===== src/rtl/shift_seq_pkg.sv =====
// Shared state encoding, shift-register control codes and default width for the
// shift_seq_ctrl command sequencer.
package shift_seq_pkg;

   localparam int DEFAULT_WIDTH = 8;

   typedef logic [1:0] state_t;

   // Sequencer states, kept as plain constants for legacy tool flows.
   localparam state_t ST_IDLE  = 2'd0;
   localparam state_t ST_LOAD  = 2'd1;
   localparam state_t ST_SHIFT = 2'd2;
   localparam state_t ST_DONE  = 2'd3;

   localparam logic [1:0] CTRL_HOLD = 2'b00;
   localparam logic [1:0] CTRL_SHL  = 2'b01;
   localparam logic [1:0] CTRL_SHR  = 2'b10;
   localparam logic [1:0] CTRL_LOAD = 2'b11;

endpackage


===== src/rtl/shift_seq_shadow.sv =====
// Shadow copy of the downstream shift register plus end-of-command comparator.
// Compiled only when SHIFT_SEQ_SHADOW_EN is defined.
`ifdef SHIFT_SEQ_SHADOW_EN
module shift_seq_shadow
   import shift_seq_pkg::*;
#(
   parameter int WIDTH = DEFAULT_WIDTH
) (
   input  logic             clk,
   input  logic             reset,
   input  logic [1:0]       ctrl,
   input  logic [WIDTH-1:0] data,
   input  logic [WIDTH-1:0] q_reg,
   input  logic             chk,
   input  logic             clr,
   output logic             mismatch
);

   logic [WIDTH-1:0] shadow_q, shadow_d;
   logic             mismatch_q, mismatch_d;

   // Follows exactly the control the real register sees on each edge.
   always_comb begin
      shadow_d = shadow_q;
      case (ctrl)
         CTRL_SHL:  shadow_d = {shadow_q[WIDTH-2:0], 1'b0};
         CTRL_SHR:  shadow_d = {1'b0, shadow_q[WIDTH-1:1]};
         CTRL_LOAD: shadow_d = data;
         default:   shadow_d = shadow_q;
      endcase
   end

   always_comb begin
      mismatch_d = mismatch_q;
      if (clr)
         mismatch_d = 1'b0;
      else if (chk && (q_reg != shadow_q))
         mismatch_d = 1'b1;
   end

   always_ff @(posedge clk) begin
      shadow_q <= shadow_d;
   end

   always_ff @(posedge clk or posedge reset) begin
      if (reset)
         mismatch_q <= 1'b0;
      else
         mismatch_q <= mismatch_d;
   end

   assign mismatch = mismatch_q;

endmodule
`endif


===== src/rtl/shift_seq_ctrl.sv =====
// Command sequencer driving an 8-bit bidirectional shift register: one load then N shifts.
// Define SHIFT_SEQ_SHADOW_EN to add the shadow check that drives mismatch.
module shift_seq_ctrl
   import shift_seq_pkg::*;
#(
   parameter int WIDTH = DEFAULT_WIDTH,
   parameter int CNT_W = 4
) (
   input  logic             clk,
   input  logic             reset,
   input  logic             cmd_valid,
   output logic             cmd_ready,
   input  logic [WIDTH-1:0] cmd_data,
   input  logic             cmd_dir,
   input  logic [CNT_W-1:0] cmd_count,
   output logic [1:0]       ctrl,
   output logic [WIDTH-1:0] data,
   input  logic [WIDTH-1:0] q_reg,
   output logic             busy,
   output logic             done,
   output logic             mismatch
);

   state_t           state_q, state_d;
   logic [1:0]       ctrl_q, ctrl_d;
   logic [WIDTH-1:0] data_q, data_d;
   logic             dir_q, dir_d;
   logic [CNT_W-1:0] cnt_q, cnt_d;
   logic             ready_q, ready_d;
   logic             busy_q, busy_d;
   logic             done_q, done_d;
   logic             accept;

   function automatic logic [CNT_W-1:0] sat_count(input logic [CNT_W-1:0] c);
      if (int'(c) > WIDTH)
         sat_count = CNT_W'(WIDTH);
      else
         sat_count = c;
   endfunction

   function automatic logic [1:0] shift_ctrl(input logic dir);
      shift_ctrl = dir ? CTRL_SHR : CTRL_SHL;
   endfunction

   assign accept = (state_q == ST_IDLE) && cmd_valid && ready_q;

   // ctrl/done are computed one state ahead so every output leaves a flop.
   always_comb begin
      state_d = state_q;
      ctrl_d  = ctrl_q;
      data_d  = data_q;
      dir_d   = dir_q;
      cnt_d   = cnt_q;
      ready_d = ready_q;
      busy_d  = busy_q;
      done_d  = 1'b0;
      case (state_q)
         ST_IDLE: begin
            ctrl_d  = CTRL_HOLD;
            ready_d = 1'b1;
            busy_d  = 1'b0;
            if (accept) begin
               data_d  = cmd_data;
               dir_d   = cmd_dir;
               cnt_d   = sat_count(cmd_count);
               ready_d = 1'b0;
               busy_d  = 1'b1;
               ctrl_d  = CTRL_LOAD;
               state_d = ST_LOAD;
            end
         end
         ST_LOAD: begin
            if (cnt_q == '0) begin
               ctrl_d  = CTRL_HOLD;
               done_d  = 1'b1;
               state_d = ST_DONE;
            end else begin
               ctrl_d  = shift_ctrl(dir_q);
               state_d = ST_SHIFT;
            end
         end
         ST_SHIFT: begin
            cnt_d = cnt_q - 1'b1;
            if (cnt_q == CNT_W'(1)) begin
               ctrl_d  = CTRL_HOLD;
               done_d  = 1'b1;
               state_d = ST_DONE;
            end
         end
         ST_DONE: begin
            ready_d = 1'b1;
            busy_d  = 1'b0;
            state_d = ST_IDLE;
         end
         default: state_d = ST_IDLE;
      endcase
   end

   always_ff @(posedge clk or posedge reset) begin
      if (reset) begin
         state_q <= ST_IDLE;
         ctrl_q  <= CTRL_HOLD;
         data_q  <= '0;
         ready_q <= 1'b0;
         busy_q  <= 1'b0;
         done_q  <= 1'b0;
      end else begin
         state_q <= state_d;
         ctrl_q  <= ctrl_d;
         data_q  <= data_d;
         ready_q <= ready_d;
         busy_q  <= busy_d;
         done_q  <= done_d;
      end
   end

   always_ff @(posedge clk) begin
      dir_q <= dir_d;
      cnt_q <= cnt_d;
   end

   assign cmd_ready = ready_q;
   assign ctrl      = ctrl_q;
   assign data      = data_q;
   assign busy      = busy_q;
   assign done      = done_q;

`ifdef SHIFT_SEQ_SHADOW_EN
   shift_seq_shadow #(
      .WIDTH(WIDTH)
   ) u_shadow (
      .clk      (clk),
      .reset    (reset),
      .ctrl     (ctrl_q),
      .data     (data_q),
      .q_reg    (q_reg),
      .chk      (done_q),
      .clr      (accept),
      .mismatch (mismatch)
   );
`else
   logic unused_q_reg;
   assign unused_q_reg = ^q_reg;
   assign mismatch     = 1'b0;
`endif

endmodule


===== config.mk =====
export PLATFORM = sky130hd
export DESIGN_NAME = shift_seq_ctrl
export DESIGN_NICKNAME = d
export VERILOG_FILES = /design/src/rtl/shift_seq_pkg.sv /design/src/rtl/shift_seq_shadow.sv /design/src/rtl/shift_seq_ctrl.sv
export SDC_FILE = /design/constraint.sdc
export NUM_CORES = 1
export LEC_CHECK = 0
export CORE_MARGIN = 2
export CORE_UTILIZATION = 42
export DETAILED_ROUTE_END_ITERATION = 10
export PLACE_DENSITY = 0.8
export SYNTH_ARGS = -nofsm -noshare
export SYNTH_HDL_FRONTEND = slang
export SYNTH_SLANG_ARGS = --single-unit

===== constraint.sdc =====
create_clock -name clk -period 2.25 [get_ports clk]
set_input_delay 0.675 -clock clk [delete_from_list [all_inputs] [get_ports clk]]
set_output_delay 0.675 -clock clk [all_outputs]
set_load 0.05 [all_outputs]

== Word-level counts from Yosys, hierarchy flattened ==
Cells that the tools add are included.
Word-level totals
  register bits after elaboration: 20
  latch bits: 0
  RAM bits: 0
  memory bits (read-only): 0
  input port bits: 24
  word-level logic and storage cells: 46
  memories kept: 0
Cells by class
  add/sub/neg operators: 1
  $mul: 0
  divide/modulo/power cells: 0
  order comparisons: 1
  equality and inequality tests: 6
  shifts and indexed selects: 0
  muxes and demuxes: 19
  bitwise gates (word level): 0
  reduce and logical (&&, ||, !) cells: 11
Operators with widths (number)
  $mux 2: 6
  $mux 4: 2
  $pmux 2 s4: 1
  $pmux 4 s2: 1
  $reduce_and 2->1: 4
  $pmux 1 s2: 3
  $pmux 2 s3: 1
  $mux 1: 5
  $eq 2x2->1 const B: 2
  $eq 4x1->1 const B: 1
  $gt 4x4->1 const B: 1
  $logic_not 4->1: 1
  $ne 2x2->1 const B: 2
  $reduce_bool 2->1: 2
  $sub 4x1->4 const B: 1
  $reduce_bool 3->1: 1
  $eq 2x1->1 const B: 1
  $logic_and 1x1->1: 2
  $logic_not 2->1: 1

== Logic depth before layout (Yosys ltp) ==
  depth in word-level cells: 5
  mapped depth: 6

== Worst setup path before layout ==
Ideal clock, no wire load.
  path type: register to register
  from: register cnt_q[1]
  to: register state_q[1]
  arrival: 1.507 ns
  required time: 2.125 ns
  setup slack: 0.618 ns
  cell stages (with the launch flop): 6
  path buffers: 0
  cell sequence: edfxtp_1 inv_1 ha_1 or3b_4 a22o_1 mux2_4
On the way
  word-level cells in the longest chain between the ends: 3
RTL lines
  start, declared: RTL line shift_seq_ctrl.sv:28  | logic [CNT_W-1:0] cnt_q, cnt_d;
  start signal, assigned: RTL line shift_seq_ctrl.sv:119  | cnt_q <= cnt_d;
  $eq 4x1->1: RTL line shift_seq_ctrl.sv:84  | if (cnt_q == CNT_W'(1)) begin
  $ne 2x2->1 (no source line)
  $reduce_and 2->1 (no source line)
  end signal, assigned: RTL line shift_seq_ctrl.sv:108  | state_q <= state_d;
  end, declared: RTL line shift_seq_ctrl.sv:24  | state_t state_q, state_d;
Every way passes these cells.
A chain may end at the register's enable or synchronous reset.

== Worst setup path in the final report ==
  from: register ready_q, in the netlist cmd_ready
  to: output cmd_ready
RTL lines
  start, declared: RTL line shift_seq_ctrl.sv:29  | logic ready_q, ready_d;
  start signal, assigned: RTL line shift_seq_ctrl.sv:111  | ready_q <= ready_d;
  end, declared: RTL line shift_seq_ctrl.sv:12  | output logic cmd_ready,
No word-level cell between the ends.

==> report_table.html <==
<table>
<tr><th>Metric</th><th>Value</th></tr>
<tr><th colspan="2">Run status</th></tr>
<tr><td>Outcome</td><td>finished, final reports clean</td></tr>
<tr><th colspan="2">Final layout</th></tr>
<tr><td>Fraction of the core area covered by cells at the end of the flow</td><td>59.45%</td></tr>
<tr><td>Relative area change from synthesis to final layout</td><td>33.89%</td></tr>
<tr><td>Share of final-layout standard cells stronger than drive strength 1</td><td>14.41%</td></tr>
<tr><td>Net total in the final layout</td><td>143</td></tr>
<tr><td>Number of antenna repair diodes</td><td>0</td></tr>
<tr><td>Commonest non-fill, non-tap cell in the layout</td><td>clkdlybuf4s50_1</td></tr>
<tr><td>Commonest non-fill, non-tap cells in the layout</td><td>clkdlybuf4s50_1, dfrtp_1, mux2_2</td></tr>
<tr><th colspan="2">Timing</th></tr>
<tr><td>Final setup violation count</td><td>0</td></tr>
<tr><td>Minimum clock period after layout</td><td>2.170 ns</td></tr>
<tr><td>Rel. slew slack</td><td>62.37%</td></tr>
<tr><td>Period utilisation layout</td><td>96.44%</td></tr>
<tr><td>Highest clock frequency the design can meet</td><td>460.8 MHz</td></tr>
<tr><td>Worst path setup slack after routing</td><td>0.08004 ns</td></tr>
<tr><td>Clock skew after layout</td><td>0.004495 ns</td></tr>
<tr><td>Final number of hold-violating endpoints</td><td>0</td></tr>
<tr><td>Slew Viols, Final</td><td>0</td></tr>
<tr><td>Setup repair after global routing missed its margin</td><td>no</td></tr>
<tr><td>Actual slew at the worst max-slew pin</td><td>0.5586 ns</td></tr>
<tr><td>Post-Route Setup TNS</td><td>0 ns</td></tr>
<tr><th colspan="2">Drt</th></tr>
<tr><td>Post-detailed-route count of antenna-violating nets</td><td>0</td></tr>
<tr><td>First-pass iteration count of the detailed router</td><td>4</td></tr>
<tr><td>Initial DRC count</td><td>4</td></tr>
<tr><td>Via count</td><td>680</td></tr>
<tr><td>Drt via density</td><td>4.892</td></tr>
<tr><td>Residual DRC</td><td>0</td></tr>
<tr><td>Wire length per cell</td><td>13.15 um</td></tr>
<tr><td>Final Routed Wirelength</td><td>1828 um</td></tr>
<tr><th colspan="2">Logic synthesis</th></tr>
<tr><td>Net count of the mapped netlist</td><td>112</td></tr>
<tr><td>Synthesized flop and latch total</td><td>20</td></tr>
<tr><td>Sequential element share of the synthesized area</td><td>53.50%</td></tr>
<tr><td>Largest family of logic cells by synthesized area</td><td>multiplexers</td></tr>
<tr><td>Multiplexer area fraction after synthesis</td><td>12.99%</td></tr>
<tr><td>Area share of fa/ha/maj cells after synthesis</td><td>8.917%</td></tr>
<tr><td>Post-synthesis cell type with the largest combined area</td><td>dfrtp_1</td></tr>
<tr><td>Top cells by area, synth</td><td>dfrtp_1, edfxtp_1, mux2_2</td></tr>
<tr><td>Avg Inst Size Synth</td><td>12.13 um^2</td></tr>
<tr><td>Netlist cell types</td><td>28</td></tr>
<tr><td>Share of the synthesized area in the top cell type</td><td>38.22%</td></tr>
<tr><td>Fraction of synthesized cell area in xor and xnor cells</td><td>1.783%</td></tr>
<tr><td>Complex-gate fraction of the synthesized area</td><td>9.682%</td></tr>
<tr><td>Fraction of registers with async set/reset</td><td>75.00%</td></tr>
<tr><td>Primary flip-flop cell chosen by synthesis mapping</td><td>dfrtp_1</td></tr>
<tr><td>Post-synthesis simple-gate area fraction</td><td>8.025%</td></tr>
<tr><td>Syn Std Cell Area</td><td>982.2 um^2</td></tr>
<tr><td>Number of enable-type register cells in the synthesized netlist</td><td>5</td></tr>
<tr><td>Count of yosys warnings during synthesis</td><td>0</td></tr>
<tr><td>Gate count after technology mapping</td><td>81</td></tr>
<tr><th colspan="2">Pwr</th></tr>
<tr><td>Clock network power share</td><td>7.7%</td></tr>
<tr><td>Max IR drop VDD</td><td>1.022 mV</td></tr>
<tr><td>Net switching power of the design</td><td>949.3 uW</td></tr>
<tr><td>Switching portion of total power</td><td>45.29%</td></tr>
<tr><td>Cell internal power dissipation</td><td>1147 uW</td></tr>
<tr><td>Leak Pwr</td><td>0.0005798 uW</td></tr>
<tr><td>Power per Cell Area</td><td>1594 mW/mm^2</td></tr>
<tr><td>Sequential share of power</td><td>32.6%</td></tr>
<tr><td>Combinational share of power</td><td>59.7%</td></tr>
<tr><th colspan="2">Clock tree</th></tr>
<tr><td>Number of hold buffers added after CTS</td><td>0</td></tr>
<tr><td>Number of clock buffers inserted by TritonCTS</td><td>3</td></tr>
<tr><td>Cell at the root of the clock tree</td><td>clkbuf_4</td></tr>
<tr><td>Clock latency reported for the late side of the worst-skew pair</td><td>0.28 ns</td></tr>
<tr><td>Cells resized by post-CTS repair</td><td>0</td></tr>
<tr><td>Total number of clock tree sinks</td><td>20</td></tr>
<tr><td>CTS tree</td><td>done</td></tr>
<tr><td>CTS H-Tree Depth</td><td>1</td></tr>
<tr><td>Maximum clock path buffer count</td><td>2</td></tr>
<tr><td>Worst-path clk slew</td><td>0.10 ns</td></tr>
<tr><td>Setup Fix Bufs, Post-CTS</td><td>0</td></tr>
<tr><th colspan="2">Critical path</th></tr>
<tr><td>WP buf/inv</td><td>1</td></tr>
<tr><td>Largest delay share family, worst path</td><td>buffers and inverters</td></tr>
<tr><td>CP max stage delay</td><td>0.82 ns</td></tr>
<tr><td>Required time of the worst setup path</td><td>1.57 ns</td></tr>
<tr><td>Kind of launch point of the worst setup path</td><td>register</td></tr>
<tr><td>Worst path arrival time</td><td>1.49 ns</td></tr>
<tr><td>Crit path max-delay cell type</td><td>clkdlybuf4s50_1</td></tr>
<tr><td>Max Fanout on Critical Path</td><td>4</td></tr>
<tr><td>CP cell instances</td><td>clkdlybuf4s50_1</td></tr>
<tr><td>Critical path capture point type</td><td>output pin</td></tr>
<tr><td>Startpoint-to-endpoint class of the critical path</td><td>reg -&gt; out</td></tr>
<tr><th colspan="2">Floorplan</th></tr>
<tr><td>Count of boundary I/O pins</td><td>38</td></tr>
<tr><td>Placeable core region</td><td>0.002212 mm^2</td></tr>
<tr><td>Width of the die</td><td>52.36 um</td></tr>
<tr><td>Y dimension of the die</td><td>52.36 um</td></tr>
<tr><td>Initial core utilization</td><td>44.40%</td></tr>
<tr><td>Area of the die</td><td>0.002742 mm^2</td></tr>
<tr><td>Number of rows in the core area</td><td>17</td></tr>
<tr><th colspan="2">Run</th></tr>
<tr><td># Max-Cap Violations</td><td>0</td></tr>
<tr><th colspan="2">Place</th></tr>
<tr><td>Place WS</td><td>0.2456 ns</td></tr>
<tr><td>Gpl congestion</td><td>0.6776</td></tr>
<tr><td>DPL Wire Length</td><td>1453 um</td></tr>
<tr><td>Port Buffers</td><td>28</td></tr>
<tr><th colspan="2">GRT</th></tr>
<tr><td>Pin count of the biggest net entering global routing</td><td>16</td></tr>
<tr><td>Total congestion overflow after global routing</td><td>0</td></tr>
<tr><td>Wire length of the first global-routing pass</td><td>2953 um</td></tr>
<tr><td>Vias in the first global route</td><td>720</td></tr>
<tr><td>Initial antenna violation count</td><td>0</td></tr>
<tr><td>Total routing resource utilization after global routing</td><td>14.41%</td></tr>
<tr><th colspan="2">Min path</th></tr>
<tr><td>Path category of the worst min-delay check</td><td>reg -&gt; reg</td></tr>
</table>
-- worst register-to-register path, delay by kind of cell (launching register included) --
| kind | cells | cell delay (ns) |
|---|---|---|
| buf+inv | 2 | 0.29 |
| compound gates | 1 | 0.50 |
| fa+ha+maj | 1 | 0.27 |
| flops | 1 | 0.44 |
-- cell type report --
cell class / instances / area [um^2]
repair buffers: 29 / 287.8
flip-flops and latches: 20 / 525.5
multi-input cells: 50 / 410.4
fillers: 199 / 897.1
clock buffers: 3 / 22.52
well taps: 28 / 35.03
clock inverters: 1 / 3.754
inverters: 8 / 30.03
-- cells by family after synthesis --
family          after synthesis
other cells                   1
simple gates                 15
flops                        20
fa+ha+maj                     7
xor+xnor                      2
compound gates               14
mux                          11
buf+inv                      11
-- final timing paths --
check                           start        end  slack [ns]  depth (start not counted)
setup / recovery            cmd_ready  cmd_ready        0.08                          1
hold / removal                   busy       busy        0.49                          1
setup reg to reg           state_q[0]   cnt_q[3]        0.40                          4
hold reg to reg                  busy       busy        0.49                          1
max in group asynchronous       reset    data[5]        1.15                          2
min in group asynchronous       reset    data[4]        0.73                          2
-- synthesized netlist by cell type, drive strengths merged (2+ instances only) --
cell    number
a21oi        3
buf          2
dfrtp       15
edfxtp       5
ha           7
inv          8
mux2        11
nand2        5
nand3        2
nor3         3
o22ai        4
xnor2        2
-- metal layers --
layer | GRT usage [%] | vias up | part of all wire (%)
met2 | 27.08 | 23 | 50
met4 | 3.846 | 0 | 0
met3 | 3.429 | 0 | 7.2
li1 | - | 344 | -
met1 | 15.96 | 313 | 43
met5 | 0 | - | 0
-- sequential cells by signal, summed over array words and instances, names as in the netlist --
signal     count
data           8
ctrl           2
dir_q          1
cmd_ready      1
state_q        2
done           1
cnt_q          4
busy           1
-- power by group through the flow --
stage	Combinational, uW	Sequential [uW]	Clock, uW
after floorplan	550	1030	0
after global placement	1220	679	0
after detailed placement	1260	689	0
after CTS	1270	682	173
after global routing	1340	706	183
final	1250	684	161
-- per-stage QoR --
stage / std cells / cell area (um^2) / total power, uW / hold WS (ns)
final: 139 / 1315 / 2096 / 0.4885
after global routing: 139 / 1315 / 2226 / 0.5088
after CTS: 139 / 1315 / 2120 / 0.4976
after detailed placement: 135 / 1289 / 1947 / 0.4724
after global placement: 135 / 1289 / 1903 / 0.4606
after floorplan: 81 / 982.2 / 1577 / 0.5565
Note: power is estimated with default switching activity, not from simulation.
